### src/rtl/spinner_array_pkg.sv
// Shared definitions for the spinner array: accumulator width, clamp modes
// and the wrap/saturate fitting function.
package spinner_array_pkg;

   localparam int CLAMP_WRAP = 0;
   localparam int CLAMP_SAT  = 1;

   function automatic int acc_width(input int out_w, input int frac);
      return out_w + frac;
   endfunction

   // Folds a wide signed sum back into an acc_w-bit accumulator value.
   function automatic int fit_acc(input int sum, input int acc_w, input int mode);
      int top;
      top = (1 << acc_w) - 1;
      if (mode == CLAMP_SAT) begin
         if (sum < 0)
            return 0;
         if (sum > top)
            return top;
         return sum;
      end
      return sum & top;
   endfunction

endpackage

### src/rtl/spinner_channel.sv
// One spinner channel: digital step plus analog delta accumulation, position
// latched on the shared step event. Latency: spin_out updates the cycle after step.
module spinner_channel
   import spinner_array_pkg::*;
#(
   parameter int OUT_W    = 4,
   parameter int FRAC     = 3,
   parameter int STEP     = 4,
   parameter int FAST_MUL = 2,
   parameter int CLAMP    = 0
) (
   input  logic             clk,
   input  logic             reset,
   input  logic             step,
   input  logic             plus,
   input  logic             minus,
   input  logic             fast,
   input  logic [8:0]       spin_in,
   output logic [OUT_W-1:0] spin_out
);

   localparam int ACC_W = acc_width(OUT_W, FRAC);
   localparam int SUM_W = ACC_W + 2;
   localparam logic [ACC_W-1:0] ACC_RST =
      (CLAMP == CLAMP_SAT) ? ACC_W'(1 << (ACC_W - 1)) : '0;

   logic [ACC_W-1:0]        acc;
   logic [ACC_W-1:0]        acc_nxt;
   logic                    tog_prev;
   logic                    ana_evt;
   logic signed [SUM_W-1:0] dig;
   logic signed [SUM_W-1:0] ana;
   logic signed [SUM_W-1:0] sum;

   assign ana_evt = spin_in[8] ^ tog_prev;

   always_comb begin
      dig = '0;
      if (step && (plus ^ minus)) begin
         if (fast)
            dig = SUM_W'(STEP * FAST_MUL);
         else
            dig = SUM_W'(STEP);
         if (minus)
            dig = -dig;
      end
      ana     = ana_evt ? SUM_W'(signed'(spin_in[7:0])) : '0;
      sum     = signed'({2'b00, acc}) + dig + ana;
      acc_nxt = ACC_W'(fit_acc(int'(sum), ACC_W, CLAMP));
   end

   // The toggle history follows spin_in even in reset so release is quiet.
   always_ff @(posedge clk) begin
      tog_prev <= spin_in[8];
      if (reset) begin
         acc      <= ACC_RST;
         spin_out <= ACC_RST[ACC_W-1:FRAC];
      end else begin
         acc <= acc_nxt;
         if (step)
            spin_out <= acc_nxt[ACC_W-1:FRAC];
      end
   end

endmodule

### src/rtl/spinner_array.sv
// Array of independent spinner channels sharing one strobe edge detector;
// valid pulses for one cycle alongside each spin_out update.
module spinner_array
   import spinner_array_pkg::*;
#(
   parameter int CHANNELS = 2,
   parameter int OUT_W    = 4,
   parameter int FRAC     = 3,
   parameter int STEP     = 4,
   parameter int FAST_MUL = 2,
   parameter int CLAMP    = 0
) (
   input  logic                      clk,
   input  logic                      reset,
   input  logic                      strobe,
   input  logic [CHANNELS-1:0]       plus,
   input  logic [CHANNELS-1:0]       minus,
   input  logic [CHANNELS-1:0]       fast,
   input  logic [CHANNELS*9-1:0]     spin_in,
   output logic [CHANNELS*OUT_W-1:0] spin_out,
   output logic                      valid
);

   logic strobe_prev;
   logic step;

   assign step = strobe & ~strobe_prev;

   // strobe_prev resets high so a strobe already high at release is ignored.
   always_ff @(posedge clk) begin
      if (reset) begin
         strobe_prev <= 1'b1;
         valid       <= 1'b0;
      end else begin
         strobe_prev <= strobe;
         valid       <= step;
      end
   end

   for (genvar c = 0; c < CHANNELS; c++) begin : g_chan
      spinner_channel #(
         .OUT_W    (OUT_W),
         .FRAC     (FRAC),
         .STEP     (STEP),
         .FAST_MUL (FAST_MUL),
         .CLAMP    (CLAMP)
      ) u_chan (
         .clk      (clk),
         .reset    (reset),
         .step     (step),
         .plus     (plus[c]),
         .minus    (minus[c]),
         .fast     (fast[c]),
         .spin_in  (spin_in[c*9 +: 9]),
         .spin_out (spin_out[c*OUT_W +: OUT_W])
      );
   end

endmodule

### config.mk
export PLATFORM = sky130hd
export DESIGN_NAME = spinner_array
export DESIGN_NICKNAME = d
export VERILOG_FILES = /design/src/rtl/spinner_array_pkg.sv /design/src/rtl/spinner_channel.sv /design/src/rtl/spinner_array.sv
export SDC_FILE = /design/constraint.sdc
export NUM_CORES = 1
export LEC_CHECK = 0
export CORE_MARGIN = 2
export CORE_UTILIZATION = 30
export CTS_BUF_LIST = sky130_fd_sc_hd__clkbuf_4
export DETAILED_ROUTE_END_ITERATION = 10
export PLACE_DENSITY = 0.59
export RECOVER_POWER = 50
export SETUP_SLACK_MARGIN = 0.15
export SLEW_MARGIN = 20
export SYNTH_ARGS = -nofsm -noshare
export SYNTH_HDL_FRONTEND = slang
export SYNTH_HIERARCHICAL = 1
export SYNTH_SLANG_ARGS = --single-unit
### constraint.sdc
create_clock -name clk -period 6.5 [get_ports clk]
set_clock_uncertainty 0.05 [all_clocks]
set_input_delay 1.3 -clock clk [delete_from_list [all_inputs] [get_ports clk]]
set_output_delay 1.3 -clock clk [all_outputs]
set_load 0.01 [all_outputs]
==> metrics <==
initial antenna violation count 0; Worst Path Arrival between 4 and 5 ns; Syn Inst Count 165; pwr dens 237 nW/µm²; most frequent CP cell xor2_1; critical path class input pin to flip-flop; global-route wire length before repair slightly below 5000 µm; GRT Util Overall 10.3%; final setup TNS 0 ns; Vias 1096; commonest non-fill, non-tap cells in the layout dfxtp_1 (26), clkdlybuf4s50_1 (21), inv_1 (16), ha_1 (14), dlygate4sd3_1 (12); Yosys reg bits 26; Die Ht 78.0 µm; WP data required about 6.6 ns; n_diodes 0; layout cell share with drive strength beyond 1 6.03%; final setup fails 0; worst hold path type flip-flop to flip-flop; VDD IR max roughly 0.070 mV; GRT overflow 0; Rows 26; CTS tree done; CTS H-tree lvls 1; library cells used by synthesis 29; via density per instance 4.07; Cell Area, Synth between 1500 and 2000 µm²; Routed met1 length 1490 µm; sequential area share after synthesis 31.7%; clock slew at reported path FFs 0.14 ns; initial core utilization 31.5%; Final nets 251; Crit Path Max Fanout 7; Port Buffers 33; Max clock buf depth 2; Ports 36; Final Wtd Congestion 0.784; Max-Cap Viols 0; Area growth syn-to-layout 27.3%; Final Cycle Share 63.7%; Peak Freq 242 MHz; cell chosen for the clock root clkbuf_4; YS warnings 6; Post-Syn Nets 216; Worst-Margin Slew approximately 0.95 ns; setup ws final 2.36 ns; final antenna-violating net count 0; detailed-route wire length 2870 µm; Hold-fix buffers, CTS 0; Die W 78.0 µm; CTS resizes 0; Leakage 0.917 nW; DRC 0; vias in the first global route 1105; Iteration-0 DRC Markers 30; TritonCTS buffer count 3; syn avg cell area 9.95 µm²; Final Max Tran Viols 0; die area 6080 µm²; Hold WS 0.406 ns; drt wl/cell 10.7 µm; most common cell after layout, fill and taps aside dfxtp_1; startpoint types input pin; top layer in use met4; clock latency on the worst-skew pair roughly 0.32 ns; largest net degree at the start of global routing 25; Met3 Wirelength 111 µm; Crit. End Element flip-flop; RSZ-0062 raised after global routing false; Slew headroom a little under two fifths; crit path time final between 4 and 5 ns; post-CTS setup buffer count 0; drt pass-1 iters 3; pre-CTS setup slack 2.02 ns; metal2 WL 1230 µm; Max stage delay on crit path between 0.5 and 0.6 ns; DP HPWL 2220 µm; outcome completed; CTS Sinks 26; Final Hold Fails 0; cells along the critical path dlygate4sd3_1, xor2_1, nand2_1, fa_1, inv_1, ha_1, a211oi_1, o21bai_1, a21oi_1, xor2_1, a211oi_2; crit path max-delay cell type fa_1; core area 5200 µm²
==> cell families after synthesis <==
| logic type | after synthesis | share of synthesized area, % |
|---|---|---|
| DFF | 26 | 31.7 |
| adders and majority gates | 24 | 22.9 |
| and+or+nand+nor | 53 | 18.6 |
| buffers and inverters | 20 | 5.49 |
| AOI/OAI and AO/OA | 20 | 8.23 |
| xor gates and xnor gates | 16 | 9.45 |
| muxes | 6 | 3.66 |
==> Yosys cell counts <==
library cell  number  area share, %
a211oi_1           2           0.91
a211oi_2           2            1.5
a21o_1             2           0.91
a21oi_1            6            1.8
and2_1             8            3.0
and3b_1            2            1.1
and3b_4            2            1.5
buf_6              2            1.4
clkbuf_1           2           0.46
dfxtp_1           26             32
fa_1              10             12
ha_1              14             11
inv_1             16            3.7
mux2i_1            6            3.7
nand2_1           10            2.3
nand2b_1           2           0.76
nand3_1            2           0.61
nand3b_1           2           0.91
nor2_1            10            2.3
nor2b_1           11            4.2
nor3b_2            1           0.76
o21a_1             2           0.91
o21ai_0            4            1.2
o21bai_1           2           0.91
or2_1              1           0.38
or3_1              2           0.76
xnor2_1            8            4.3
xnor2_2            2            2.0
xor2_1             6            3.2
==> report_power, final <==
group	internal [mW]	total, mW	switching (mW)	leakage, nW
logic	0.0978	0.188	0.0901	0.674
registers	0.185	0.197	0.0112	0.214
clock network	0.0623	0.110	0.0481	0.0279
==> state kept, by name, summed over array words and instances, names as in the netlist <==
signal,flops
strobe_prev,1
valid,1
g_chan.u_chan/acc,14
g_chan.u_chan/spin_out,8
g_chan.u_chan/tog_prev,2
==> path summary, 6_finish.rpt <==
check / from / end / slack (ns) / cells past startpoint
setup / recovery: spin_in[17] / g_chan[1].u_chan/spin_out[3] / 2.36 / 11
hold / removal: strobe_prev / valid / 0.41 / 1
setup reg to reg: g_chan[1].u_chan/tog_prev / g_chan[1].u_chan/spin_out[3] / 3.57 / 10
hold reg to reg: strobe_prev / valid / 0.41 / 1
==> per-layer routing <==
layer	vias to the layer above	track usage, %
li1	602	-
met1	474	14.8
met2	18	15.1
met3	2	1.40
met4	0	5.26
met5	-	0
==> final cells by class <==
| class | count | area, µm² |
|---|---|---|
| Sequential cell | 26 | 520 |
| Clock buffer | 3 | 22.5 |
| Multi-Input combinational cell | 119 | 1030 |
| Inverter | 16 | 60.1 |
| Timing Repair Buffer | 34 | 338 |
| Tap cell | 70 | 87.6 |
| Clock inverter | 1 | 30.0 |
| Fill cell | 552 | 3120 |
==> through the flow <==
stage | power, mW | instance area [µm²] | util, % | instances
6_report | 0.495 | 2090 | 40.1 | 269
5_1_grt | 0.538 | 2090 | 40.1 | 269
4_1_cts | 0.507 | 2090 | 40.1 | 269
3_5_place_dp | 0.392 | 2040 | 39.1 | 265
3_3_place_gp | 0.389 | 2040 | 39.1 | 265
2_1_floorplan | 0.340 | 1640 | - | 165
==> worst max-delay path: cells and delay by family <==
kind            cells  cell delay [ns]
fa+ha+maj           2             0.88
buf+inv             2             0.62
compound gates      4             0.64
simple gates        1             0.14
xor+xnor            2             0.67
Power figures use the tool's default switching activity.
